==> config.mk <==
export PLATFORM = sky130hd
export DESIGN_NAME = ahb_xfer_sequencer
export DESIGN_NICKNAME = d
export VERILOG_FILES = /design/src/rtl/ahb_xfer_sequencer.sv
export SDC_FILE = /design/constraint.sdc
export NUM_CORES = 1
export LEC_CHECK = 0
export ABC_AREA = 1
export BUFFER_PORTS_ARGS = -buffer_cell sky130_fd_sc_hd__buf_2
export CAP_MARGIN = 5
export CORE_AREA = 2 2 106 108
export CTS_CLUSTER_DIAMETER = 120
export CTS_CLUSTER_SIZE = 8
export DETAILED_ROUTE_END_ITERATION = 10
export DIE_AREA = 0 0 108 110
export PLACE_DENSITY = 0.82
export SLEW_MARGIN = 20
export SYNTH_ARGS = -nofsm -noshare
export SYNTH_HDL_FRONTEND = slang
export SYNTH_SLANG_ARGS = --single-unit
export TNS_END_PERCENT = 1
==> constraint.sdc <==
create_clock -name i_hclk -period 2.8 [get_ports i_hclk]
set_input_delay 0.42 -clock i_hclk [delete_from_list [all_inputs] [get_ports i_hclk]]
set_output_delay 0.42 -clock i_hclk [all_outputs]
set_load 0.005 [all_outputs]
==> src/rtl/ahb_xfer_sequencer.sv <==
// ahb_xfer_sequencer
//   Command front end for the AHB manager. Takes one transfer descriptor at a
//   time and expands it into the manager's per-beat user interface, honouring
//   the manager's registered stall.
//
// Ports
//   i_hclk, i_hreset_n          clock, async active-low reset
//   i_cmd_*  / o_cmd_ready      descriptor handshake and fields
//   i_wdata_valid/o_wdata_ready write-data handshake, i_wdata payload
//   i_mgr_stall                 manager stall
//   o_mgr_*                     manager user-side inputs
//   o_done / o_cmd_err          completion / rejection pulses
//
// Build option
//   FREEAHB_SEQ_WRAP_EN : when defined, i_cmd_mask freezes the masked address
//   bits at their start value and is driven on o_mgr_mask. When undefined the
//   mask is ignored, o_mgr_mask is 0 and addresses increment linearly.
//
// state | meaning
// IDLE  | waiting for a descriptor, manager sees idle
// FIRST | presenting the first beat (first_xfer=1)
// BURST | presenting subsequent beats
// DONE  | one-cycle completion pulse, then IDLE

module ahb_xfer_sequencer #(
  parameter int DATA_WDT = 32
) (
  input  logic                i_hclk,
  input  logic                i_hreset_n,
  input  logic                i_cmd_valid,
  output logic                o_cmd_ready,
  input  logic [31:0]         i_cmd_addr,
  input  logic [15:0]         i_cmd_len,
  input  logic [2:0]          i_cmd_size,
  input  logic                i_cmd_write,
  input  logic [31:0]         i_cmd_mask,
  input  logic                i_wdata_valid,
  output logic                o_wdata_ready,
  input  logic [DATA_WDT-1:0] i_wdata,
  input  logic                i_mgr_stall,
  output logic                o_mgr_idle,
  output logic                o_mgr_rd,
  output logic                o_mgr_wr,
  output logic                o_mgr_first_xfer,
  output logic [31:0]         o_mgr_addr,
  output logic [31:0]         o_mgr_mask,
  output logic [2:0]          o_mgr_size,
  output logic [15:0]         o_mgr_min_len,
  output logic [DATA_WDT-1:0] o_mgr_wr_data,
  output logic                o_done,
  output logic                o_cmd_err
);

  localparam int MAX_SIZE = $clog2(DATA_WDT / 8);

  typedef enum logic [1:0] {IDLE, FIRST, BURST, DONE} state_t;

  state_t      state;
  logic [31:0] addr_q;
  logic [15:0] remain_q;
  logic [2:0]  size_q;
  logic        write_q;
  logic        cmd_ready_q;
  logic        idle_q;
  logic        first_q;
  logic        rd_q;
  logic        wr_en_q;
  logic        wr_hold_q;
  logic        done_q;
  logic        err_q;

  logic        active;
  logic        wr_now;
  logic        beat_acc;
  logic        cmd_bad;
  logic [31:0] addr_inc;
  logic [31:0] addr_next;

`ifdef FREEAHB_SEQ_WRAP_EN
  logic [31:0] mask_q;
  logic [31:0] start_q;

  assign addr_next  = (addr_inc & ~mask_q) | (start_q & mask_q);
  assign o_mgr_mask = mask_q;
`else
  logic unused_mask;

  assign unused_mask = ^i_cmd_mask;
  assign addr_next   = addr_inc;
  assign o_mgr_mask  = '0;
`endif

  assign active   = (state == FIRST) || (state == BURST);
  assign addr_inc = addr_q + (32'd1 << size_q);
  assign cmd_bad  = (i_cmd_len == 16'd0) || (int'(i_cmd_size) > MAX_SIZE);

  // Write strobe follows data availability, but is frozen at the value the
  // manager last saw while it is stalling so the presented beat never changes.
  assign wr_now   = wr_en_q & (i_mgr_stall ? wr_hold_q : i_wdata_valid);
  assign beat_acc = active & (rd_q | wr_now) & ~i_mgr_stall;

  assign o_cmd_ready      = cmd_ready_q;
  assign o_mgr_idle       = idle_q;
  assign o_mgr_first_xfer = first_q;
  assign o_mgr_rd         = rd_q;
  assign o_mgr_wr         = wr_now;
  assign o_mgr_addr       = addr_q;
  assign o_mgr_size       = size_q;
  assign o_mgr_min_len    = remain_q;
  assign o_mgr_wr_data    = i_wdata;
  assign o_wdata_ready    = write_q & active & ~i_mgr_stall;
  assign o_done           = done_q;
  assign o_cmd_err        = err_q;

  always_ff @(posedge i_hclk or negedge i_hreset_n) begin
    if (!i_hreset_n) begin
      state       <= IDLE;
      addr_q      <= '0;
      remain_q    <= '0;
      size_q      <= '0;
      write_q     <= 1'b0;
      cmd_ready_q <= 1'b1;
      idle_q      <= 1'b1;
      first_q     <= 1'b1;
      rd_q        <= 1'b0;
      wr_en_q     <= 1'b0;
      wr_hold_q   <= 1'b0;
      done_q      <= 1'b0;
      err_q       <= 1'b0;
`ifdef FREEAHB_SEQ_WRAP_EN
      mask_q      <= '0;
      start_q     <= '0;
`endif
    end else begin
      done_q    <= 1'b0;
      err_q     <= 1'b0;
      wr_hold_q <= wr_now;
      case (state)
        IDLE: begin
          if (i_cmd_valid) begin
            addr_q   <= i_cmd_addr;
            remain_q <= i_cmd_len;
            size_q   <= i_cmd_size;
            write_q  <= i_cmd_write;
`ifdef FREEAHB_SEQ_WRAP_EN
            mask_q   <= i_cmd_mask;
            start_q  <= i_cmd_addr;
`endif
            if (cmd_bad) begin
              err_q <= 1'b1;
            end else begin
              state       <= FIRST;
              cmd_ready_q <= 1'b0;
              idle_q      <= 1'b0;
              rd_q        <= ~i_cmd_write;
              wr_en_q     <= i_cmd_write;
            end
          end
        end
        FIRST, BURST: begin
          if (beat_acc) begin
            addr_q   <= addr_next;
            remain_q <= remain_q - 16'd1;
            first_q  <= 1'b0;
            if (remain_q == 16'd1) begin
              // Last beat: DONE looks like IDLE to the manager.
              state   <= DONE;
              done_q  <= 1'b1;
              idle_q  <= 1'b1;
              first_q <= 1'b1;
              rd_q    <= 1'b0;
              wr_en_q <= 1'b0;
            end else begin
              state <= BURST;
            end
          end
        end
        DONE: begin
          state       <= IDLE;
          cmd_ready_q <= 1'b1;
        end
        default: state <= IDLE;
      endcase
    end
  end

endmodule
==> metrics.csv <==
metric;value;unit
finalInstanceArea;5652;sq um
avgSynthCellArea;6.360;sq um
most-common-layout-cells;nand2_1 (223), nor2_1 (127), buf_2 (115);
clock_path_buffers;2;
netlist_instances;795;
finalNetCount;1009;
power_density;1355;nW/um^2
hpwl;10.05;mm
num_io_pins;244;
cts_root_buffer;clkbuf_8;
rsz0062_at_grt;no;
cts_hold_buf;0;
drv_cap;0;
htreeDepth;3;
syn_to_final_growth;11.78;%
die_area;11880;sq um
final_util;52.83;%
vias;5182;
routedWlPerCell;13.15;um
rows;38;
cts_tree;built;
routabilityCongestion;0.9478;
report.final.hold_viol_count;0;
clk_pin_slew;0.08;ns
insertion_delay;0.36;ns
crit_path_end_kind;register;
slowest_stage;dfrtp_1;
total_power;7.657;mW
grt_pass1_wl;22.23;mm
drtIter0Drc;291;
portBuffers;115;
critPathRequiredTime;3.05;ns
antenna_left;0;
initial_core_util;47.26;%
worstSetupStartpointType;register;
fin_ws;0.3896;ns
tightest_slew;0.5750;ns
synth_cell_types;31;
core_area;10700;sq um
die_h;110;um
overflow;0;
nFillCells;1113;
pre_cts_ws;0.4471;ns
crit_family;simple AND/OR/NAND/NOR gates;
slowest_delay;0.42;ns
antenna_found_initial;1;
crit_buf_inv;2;
cts_buffers;9;
final_layout_size_suffix_gt1_share;16.82;%
place_area;5423;sq um
synth.ff_latch_count;62;
wl;13.43;mm
crit_arrival;2.66;ns
dr.pass1.iters;5;
crit_chain;inv_1 -> nor3_1 -> fa_1 -> nand2_1 -> nand2_1 -> nand3_1 -> nand2_1 -> nand2_1 -> nand2_1 -> nand3_1 -> o21ai_0 -> nand2_1 -> nand2_1 -> inv_1;
slew_headroom;61.37;%
grt_pass1_vias;4767;
max_freq;0.4149;GHz
fin_setup_tns;0;ns
detail_route.vias_per_cell;5.075;
hold_slack;0.05710;ns
cp_max_fo;6;
clkPwrFrac;12.1;%
pwr-share-comb;62.3;%
power_switching;3.994;mW
synth.area.top_cells;dfrtp_1 (29%), nand2_1 (17%), buf_4 (9.8%);
slew_violations;0;
status;finished, final reports clean;
switching_share;52.16;%
crit_top_cell;nand2_1;
p_leak;2.990;nW
ctsResizeCount;0;
place_inst;1004;
fin_crit;2.410;ns
post-route-drc-count;0;
hold_path.class;in -> async;
synth_top_area_share;29.20;%
grt_max_degree;63;
yosys_warnings;0;
post-route-period-util;86.08;%
seqPwrFrac;25.6;%
track_usage;23.51;%
internal-power;3.663;mW
finClkSkew;0.01580;ns
ir_worst_vdd;0.8943;mV
cts_setup_buffers;0;
finalSetupViolations;0;
worstSetupPathType;reg -> reg;
layout_commonest_cell;nand2_1;
syn_area;5056;sq um
fin_cells;1021;
synth_area_leader_cell;dfrtp_1;
cts_sinks;62;
die_w;108;um
ys_seq_area_share;30.76;%
==> state kept, by name (all words and copies together), names as in the netlist <==
name and count:
o_cmd_err 1, o_cmd_ready 1, o_done 1, o_mgr_addr 32
o_mgr_first_xfer 1, o_mgr_idle 1, o_mgr_min_len 16, o_mgr_rd 1
o_mgr_size 3, state 2, wr_en_q 1, wr_hold_q 1
write_q 1
==> power groups by stage <==
stage	clock [mW]	sequential (mW)	combinational (mW)
after detailed placement	0	1.96	4.75
after global routing	0.982	2.03	5.49
final	0.928	1.96	4.77
after CTS	0.930	1.95	4.76
after floorplan	0	1.86	3.52
after global placement	0	1.95	4.62
==> synth_stat cells <==
cell      instances
o21bai_1          1
or2_2             4
a21boi_2          1
ha_1             12
and2_1            2
clkbuf_1          7
inv_2             1
nor4_1            2
a21oi_1          21
inv_1            80
nor2_1          127
dfstp_2           3
xor2_1            8
buf_4            66
o21ai_0          34
buf_1             4
nor2_4            1
o211ai_1          6
o21ai_1           9
a31oi_1          10
nand3_1          71
buf_6             1
fa_1              1
nand4_1           8
dfrtp_1          59
nand2_1         223
conb_1            1
nand3b_1          6
o31ai_1           1
buf_2             7
nor3_1           18
==> final cells by class <==
type,instances,area [sq um],share of cell area (%)
repair buffers,123,648.1,11.47
diodes,1,2.502,0.04428
clock inverters,3,67.56,1.195
clock buffers,13,158.9,2.812
well taps,140,175.2,3.099
flip-flops and latches,62,1555,27.52
inverters,81,304.0,5.380
multi-input cells,598,2740,48.48
==> metal layers <==
layer	track usage [%]	part of all wire [%]
met1	32.27	45
met2	36.61	44
met3	4.292	7.3
met4	9.799	3.0
met5	0	0
==> kinds of logic after synthesis <==
kind of cell | count (synthesis) | synth area share (%)
other | 1 | 0.07417
adder cells (fa/ha/maj) | 13 | 3.365
XOR/XNOR | 8 | 1.386
AO/OA/AOI/OAI | 83 | 8.983
AND/OR/NAND/NOR | 462 | 37.89
buffers and inverters | 166 | 17.55
flip-flops | 62 | 30.76
==> worst paths after layout <==
kind	from	end	slack, ns	cells past startpoint
max in group asynchronous	i_hreset_n	o_cmd_ready$_DFFE_PN1P_	2.40	2
max	o_mgr_size[0]$_DFFE_PN0P_	o_mgr_addr[18]$_DFFE_PN0P_	0.39	14
min	i_hreset_n	o_mgr_min_len[5]$_DFFE_PN0P_	0.06	2
max reg2reg	o_mgr_size[0]$_DFFE_PN0P_	o_mgr_addr[18]$_DFFE_PN0P_	0.39	14
min in group i_hclk	i_cmd_len[11]	o_mgr_min_len[11]$_DFFE_PN0P_	0.31	3
min reg2reg	write_q$_DFFE_PN0P_	write_q$_DFFE_PN0P_	0.49	2
Power figures use the tool's default switching activity.
